==> config.mk <==
export PLATFORM = sky130hd
export DESIGN_NAME = psresp_seq
export DESIGN_NICKNAME = d
export VERILOG_FILES = /design/src/rtl/psresp_pkg.sv /design/src/rtl/psresp_seq_fkset_gen.sv /design/src/rtl/psresp_seq.sv
export SDC_FILE = /design/constraint.sdc
export NUM_CORES = 1
export LEC_CHECK = 0
export BUFFER_PORTS_ARGS = -buffer_cell sky130_fd_sc_hd__buf_2
export CORE_UTILIZATION = 58
export DETAILED_ROUTE_END_ITERATION = 8
export GPL_TIMING_DRIVEN = 0
export PLACE_DENSITY = 0.83
export SETUP_SLACK_MARGIN = 0.15
export SLEW_MARGIN = 20
export SYNTH_ARGS = -nofsm -noshare
export SYNTH_HDL_FRONTEND = slang
export SYNTH_HIERARCHICAL = 1
export SYNTH_SLANG_ARGS = --single-unit
==> constraint.sdc <==
create_clock -name clk_6M -period 4.8 [get_ports clk_6M]
set_clock_uncertainty 0.05 [all_clocks]
set_input_delay 0.48 -clock clk_6M [delete_from_list [all_inputs] [get_ports clk_6M]]
set_output_delay 0.48 -clock clk_6M [all_outputs]
set_load 0.005 [all_outputs]
==> src/rtl/psresp_pkg.sv <==
// Shared types and default constants for the slave page-response sequencer.
// Defines the substate enum, timing defaults and the substate flag decode.
package psresp_pkg;

    typedef enum logic [2:0] {
        ST_IDLE,
        ST_PS,
        ST_PSTXID,
        ST_PSRXFHS,
        ST_PSACKFHS,
        ST_CONNSNEWSLAVE,
        ST_CONN
    } psresp_state_e;

    localparam int HALF_SLOT_CYC_DEF = 1875;
    localparam int FKSET_LEAD_DEF    = 900;
    localparam int PAGERESP_TO_DEF   = 8;
    localparam int NEWCONN_TO_DEF    = 32;

    localparam int SLOT_TMR_W = 6;
    localparam int HALF_CNT_W = 11;

    typedef struct packed {
        logic ps;
        logic pstxid;
        logic psrxfhs;
        logic psackfhs;
        logic connsnewslave;
        logic conn;
    } psresp_flags_t;

    // One-hot substate flags; IDLE (and any illegal encoding) decodes to all zero.
    function automatic psresp_flags_t decode_flags(input psresp_state_e s);
        psresp_flags_t f;
        f = '0;
        case (s)
            ST_PS:            f.ps            = 1'b1;
            ST_PSTXID:        f.pstxid        = 1'b1;
            ST_PSRXFHS:       f.psrxfhs       = 1'b1;
            ST_PSACKFHS:      f.psackfhs      = 1'b1;
            ST_CONNSNEWSLAVE: f.connsnewslave = 1'b1;
            ST_CONN:          f.conn          = 1'b1;
            default:          f               = '0;
        endcase
        return f;
    endfunction

endpackage

==> src/rtl/psresp_seq_fkset_gen.sv <==
// Half-slot counter that produces the fkset_p PLL-setup strobe FKSET_LEAD
// cycles before each half-slot boundary. Only used with PSRESP_FKSET_GEN_EN.
module fkset_gen
    import psresp_pkg::*;
#(
    parameter int HALF_SLOT_CYC = HALF_SLOT_CYC_DEF,
    parameter int FKSET_LEAD    = FKSET_LEAD_DEF
) (
    input  logic clk_6M,
    input  logic rst,
    input  logic half_tslot_p,
    output logic fkset_p
);

    localparam logic [HALF_CNT_W-1:0] CNT_MAX   = HALF_CNT_W'(HALF_SLOT_CYC - 1);
    localparam logic [HALF_CNT_W-1:0] STROBE_AT = HALF_CNT_W'(HALF_SLOT_CYC - 1 - FKSET_LEAD);

    logic [HALF_CNT_W-1:0] cnt;

    // Saturates so a missing boundary tick never produces a second strobe.
    always_ff @(posedge clk_6M) begin
        if (rst) begin
            cnt <= '0;
        end else if (half_tslot_p) begin
            cnt <= '0;
        end else if (cnt != CNT_MAX) begin
            cnt <= cnt + 1'b1;
        end
    end

    assign fkset_p = (cnt == STROBE_AT);

endmodule

==> src/rtl/psresp_seq.sv <==
// Slave page-response sequencer: substate FSM, slot timeouts and fkset_p.
// Define PSRESP_FKSET_GEN_EN to generate fkset_p internally instead of passing fkset_ext_p.
module psresp_seq
    import psresp_pkg::*;
#(
    parameter int HALF_SLOT_CYC = HALF_SLOT_CYC_DEF,
    parameter int FKSET_LEAD    = FKSET_LEAD_DEF,
    parameter int PAGERESP_TO   = PAGERESP_TO_DEF,
    parameter int NEWCONN_TO    = NEWCONN_TO_DEF
) (
    input  logic clk_6M,
    input  logic rst,
    input  logic ps_en,
    input  logic corre_threshold,
    input  logic tx_done_p,
    input  logic rx_fhs_ok_p,
    input  logic rx_poll_ok_p,
    input  logic detach_p,
    input  logic tslot_p,
    input  logic half_tslot_p,
    input  logic fkset_ext_p,
    output logic ps,
    output logic pstxid,
    output logic psrxfhs,
    output logic psackfhs,
    output logic connsnewslave,
    output logic conn,
    output logic fkset_p,
    output logic pageresp_to_p,
    output logic newconn_to_p,
    output logic conn_up_p
);

    localparam logic [SLOT_TMR_W-1:0] PRESP_LIM = SLOT_TMR_W'(PAGERESP_TO);
    localparam logic [SLOT_TMR_W-1:0] NCONN_LIM = SLOT_TMR_W'(NEWCONN_TO);

    psresp_state_e         state;
    psresp_state_e         state_next;
    psresp_flags_t         flags;
    logic [SLOT_TMR_W-1:0] slot_tmr;
    logic [SLOT_TMR_W-1:0] slot_inc;
    logic                  slot_clear;
    logic                  slot_run;
    logic                  pto_next;
    logic                  nto_next;
    logic                  up_next;

    assign slot_inc   = slot_tmr + 1'b1;
    assign slot_run   = (state == ST_PSRXFHS) || (state == ST_CONNSNEWSLAVE);
    assign slot_clear = ((state_next == ST_PSRXFHS)       && (state != ST_PSRXFHS)) ||
                        ((state_next == ST_CONNSNEWSLAVE) && (state != ST_CONNSNEWSLAVE));

    // Dropping ps_en wins over everything in the page-response substates;
    // a success event always wins over a coincident timeout.
    always_comb begin
        state_next = state;
        pto_next   = 1'b0;
        nto_next   = 1'b0;
        up_next    = 1'b0;
        case (state)
            ST_IDLE: begin
                if (ps_en) state_next = ST_PS;
            end
            ST_CONN: begin
                if (detach_p) state_next = ST_IDLE;
            end
            default: begin
                if (!ps_en) begin
                    state_next = ST_IDLE;
                end else begin
                    case (state)
                        ST_PS: begin
                            if (corre_threshold) state_next = ST_PSTXID;
                        end
                        ST_PSTXID: begin
                            if (tx_done_p) state_next = ST_PSRXFHS;
                        end
                        ST_PSRXFHS: begin
                            if (rx_fhs_ok_p) begin
                                state_next = ST_PSACKFHS;
                            end else if (tslot_p && (slot_inc == PRESP_LIM)) begin
                                state_next = ST_PS;
                                pto_next   = 1'b1;
                            end
                        end
                        ST_PSACKFHS: begin
                            if (tx_done_p) state_next = ST_CONNSNEWSLAVE;
                        end
                        ST_CONNSNEWSLAVE: begin
                            if (rx_poll_ok_p) begin
                                state_next = ST_CONN;
                                up_next    = 1'b1;
                            end else if (tslot_p && (slot_inc == NCONN_LIM)) begin
                                state_next = ST_PS;
                                nto_next   = 1'b1;
                            end
                        end
                        default: state_next = ST_IDLE;
                    endcase
                end
            end
        endcase
    end

    // Flags decode the next state so they change together with the state register.
    always_ff @(posedge clk_6M) begin
        if (rst) begin
            state         <= ST_IDLE;
            flags         <= '0;
            pageresp_to_p <= 1'b0;
            newconn_to_p  <= 1'b0;
            conn_up_p     <= 1'b0;
        end else begin
            state         <= state_next;
            flags         <= decode_flags(state_next);
            pageresp_to_p <= pto_next;
            newconn_to_p  <= nto_next;
            conn_up_p     <= up_next;
        end
    end

    always_ff @(posedge clk_6M) begin
        if (rst) begin
            slot_tmr <= '0;
        end else if (slot_clear) begin
            slot_tmr <= '0;
        end else if (slot_run && tslot_p) begin
            slot_tmr <= slot_inc;
        end
    end

    assign ps            = flags.ps;
    assign pstxid        = flags.pstxid;
    assign psrxfhs       = flags.psrxfhs;
    assign psackfhs      = flags.psackfhs;
    assign connsnewslave = flags.connsnewslave;
    assign conn          = flags.conn;

`ifdef PSRESP_FKSET_GEN_EN
    logic unused_fkset_ext;
    assign unused_fkset_ext = fkset_ext_p;

    fkset_gen #(
        .HALF_SLOT_CYC (HALF_SLOT_CYC),
        .FKSET_LEAD    (FKSET_LEAD)
    ) u_fkset_gen (
        .clk_6M       (clk_6M),
        .rst          (rst),
        .half_tslot_p (half_tslot_p),
        .fkset_p      (fkset_p)
    );
`else
    // Without the generator the strobe comes straight from outside.
    logic                  unused_half_tslot;
    logic [HALF_CNT_W-1:0] unused_fkset_cfg;
    assign unused_half_tslot = half_tslot_p;
    assign unused_fkset_cfg  = HALF_CNT_W'(HALF_SLOT_CYC - 1 - FKSET_LEAD);
    assign fkset_p           = fkset_ext_p;
`endif

endmodule

==> flow_metrics.py <==
metrics = {
    "routing": {
        "routed_wl_um": 2180,
        "post_drt_wl_per_cell_um": 14.2,
        "first_pass_iters": 4,
        "ant_nets": 0,
        "drc": 0,
        "vias": 925,
        "viasPerCell": 6.01,
        "drt_iter0_markers": 32,
    },
    "setup_path": {
        "rr_startpoint": "slot_tmr[0]$_SDFFE_PP0P_",
        "worstPathArrival_ns": 1.99,
        "end_kind": "register",
        "r2r_cells": 5,
        "regToRegEndpoint": "ps$_SDFF_PP0_",
        "cp_top_family": "compound AO/OA/AOI/OAI gates",
        "worstPathCellList": "ha_1, nand4_1, o22ai_1, a31o_1, and4bb_1",
        "required_ns": 5.00,
        "path_max_fanout": 6,
        "critPathBufInv": 0,
        "cpPeakStageDelay_ns": 0.45,
        "start_kind": "register",
        "reg2reg_slack_ns": 3.00,
        "cp_slowest_cell": "dfxtp_1",
        "path_class": "reg2reg",
    },
    "sta": {
        "period_share": 0.374,
        "finalSetupTns_ns": 0,
        "tightest_slew_ns": 0.489,
        "rsz0062_at_grt": "no",
        "setup_viol_count_final": 0,
        "hold_viol_final": 0,
        "maxSlewHeadroom": 0.672,
        "drv_slew": 0,
        "fmax_ghz": 0.556,
        "fin_crit_ns": 1.80,
    },
    "place": {
        "gp_congestion": 0.809,
        "place_area_um2": 1210,
        "dp_hpwl_um": 1610,
        "port_buffers": 17,
    },
    "layout": {
        "nets": 144,
        "postLayoutCellArea_um2": 1230,
        "nFillCells": 142,
        "final_cell_mix": "18 x buf_2, 18 x dfxtp_1, 9 x xnor2_1",
        "antennaDiodeCount": 0,
        "area_delta_synth_final_pct": 12.7,
        "drive_above_1_share": 0.295,
    },
    "pwr": {
        "p_switching_mw": 0.0622,
        "p_comb_frac": 0.108,
        "p_int_mw": 0.192,
        "peakVddDrop_v": 0.000144,
        "clockPowerShare": 0.293,
        "p_leak_nw": 0.456,
        "cellPowerDensity_nw_per_um2": 206,
        "pwr-share-seq": 0.600,
        "switching_share": 0.245,
    },
    "clock_tree": {
        "ctsLongestPathBuffers": 2,
        "numCtsBuffers": 3,
        "h-tree-depth": 1,
        "postCtsResizedCells": 0,
        "clkTransAtPathRegs_ns": 0.10,
        "clk_latency_ns": 0.30,
        "cts-root-buf": "clkbuf_4",
        "cts_num_sinks": 18,
        "hold_buffers": 0,
        "cts_setup_buffers": 0,
        "cts_tree": "done",
    },
    "global_route": {
        "gr-total-overflow": 0,
        "grt_pass1_wl_um": 3550,
        "grt_max_degree": 11,
        "grt_usage": 0.241,
        "grt_pass1_vias": 874,
        "antenna_found_initial": 0,
    },
    "yosys": {
        "seq_area_frac_synth": 0.330,
        "synth_cells": 109,
        "syn_area_um2": 1090,
        "synthDominantCellAreaShare": 0.330,
        "syn-num-nets": 122,
        "syn_area_per_cell_um2": 10.0,
        "synth_top_area_cell": "dfxtp_1",
        "yosys_warnings": 6,
        "synth_edf_count": 0,
        "synthArstFlopShare": 0,
        "ys.flop_type": "dfxtp_1",
        "yosysUniqueCellTypes": 48,
        "ys_seq_elements": 18,
        "synthTopCellsByArea": "dfxtp_1 33%, xnor2_1 7.2%, nor3b_2 3.4%",
    },
    "worst_hold_path": {
        "hold_path_class": "in2reg",
        "hold_end": "state[1]$_SDFF_PP0_",
        "min_path_cells": 2,
        "hp-start": "rst",
    },
    "floorplan": {
        "ios": 21,
        "die_w_um": 45.4,
        "core_area_um2": 1750,
        "start_util": 0.626,
        "rows": 15,
        "die_h_um": 45.4,
        "fp.dieArea_um2": 2060,
    },
    "outcome": {
        "status": "finished, final reports clean",
    },
    "run": {
        "cap_violations": 0,
    },
}
==> area by class of cell <==
| class | instances | area [um2] | share of cell area |
|---|---|---|---|
| Sequential cell | 18 | 360 | 0.293 |
| Multi-Input combinational cell | 79 | 667 | 0.542 |
| Tap cell | 25 | 31.3 | 0.0254 |
| Buffer | 5 | 38.8 | 0.0315 |
| Timing Repair Buffer | 17 | 85.1 | 0.0691 |
| Inverter | 7 | 26.3 | 0.0213 |
| Clock buffer | 3 | 22.5 | 0.0183 |
==> registers in the layout (all words and copies together) (netlist names) <==
name,count
ps,1
conn_up_p,1
pstxid,1
slot_tmr,6
newconn_to_p,1
pageresp_to_p,1
psackfhs,1
conn,1
connsnewslave,1
psrxfhs,1
state,3
==> worst max-delay path by stage <==
stage                                        start                        to  slack, ns  cells after the start
after floorplan                        rx_fhs_ok_p             ps$_SDFF_PP0_       3.28                      4
after global placement                 rx_fhs_ok_p  slot_tmr[3]$_SDFFE_PP0P_       3.02                      5
after detailed placement               rx_fhs_ok_p  slot_tmr[1]$_SDFFE_PP0P_       3.01                      5
after CTS                 slot_tmr[0]$_SDFFE_PP0P_             ps$_SDFF_PP0_       3.02                      5
after global routing      slot_tmr[0]$_SDFFE_PP0P_             ps$_SDFF_PP0_       2.84                      5
final                     slot_tmr[0]$_SDFFE_PP0P_             ps$_SDFF_PP0_       3.00                      5
==> kinds of logic after synthesis <==
| group | after synthesis | share of synthesized area |
|---|---|---|
| and+or+nand+nor | 46 | 0.324 |
| AOI/OAI and AO/OA | 19 | 0.165 |
| DFF | 18 | 0.330 |
| buffers and inverters | 12 | 0.0596 |
| xor gates and xnor gates | 10 | 0.0802 |
| muxes | 2 | 0.0183 |
| adders and majority gates | 2 | 0.0229 |
==> layer usage <==
layer / global-route usage / share of wire / vias to the layer above
met5: 0 / 0 / -
met4: 0.133 / 0.028 / 0
met2: 0.417 / 0.48 / 41
met1: 0.275 / 0.43 / 426
met3: 0.0476 / 0.068 / 10
li1: - / - / 448
==> stage by stage <==
stage	instances	setup WS, ns	power, mW	utilization	hold WS [ns]
global placement	151	3.02	0.182	0.692	0.531
finish	154	3.00	0.254	0.705	0.506
global route	154	2.84	0.264	0.705	0.527
detailed placement	151	3.01	0.183	0.692	0.548
CTS	154	3.02	0.255	0.705	0.494
floorplan	109	3.28	0.173	-	0.489
==> power by group through the flow <==
stage / clock [mW] / sequential (mW) / combinational, mW
final: 0.0743 / 0.152 / 0.0273
after global routing: 0.0824 / 0.153 / 0.0295
after CTS: 0.0760 / 0.152 / 0.0271
after detailed placement: 0 / 0.156 / 0.0269
after global placement: 0 / 0.156 / 0.0263
after floorplan: 0 / 0.156 / 0.0176
==> cell usage after synthesis (all sizes together) (2+ instances only) <==
cell type,count
o211ai,2
nand4,3
ha,2
nand2b,2
or3b,2
xnor2,9
a221oi,2
nand2,4
inv,7
nor2,2
a41oi,2
a21oi,4
dfxtp,18
nor3,5
nand3,4
buf,5
and3b,3
mux2i,2
o32ai,2
and2b,3
nor3b,7
nor4,3
Power figures use the tool's default switching activity.
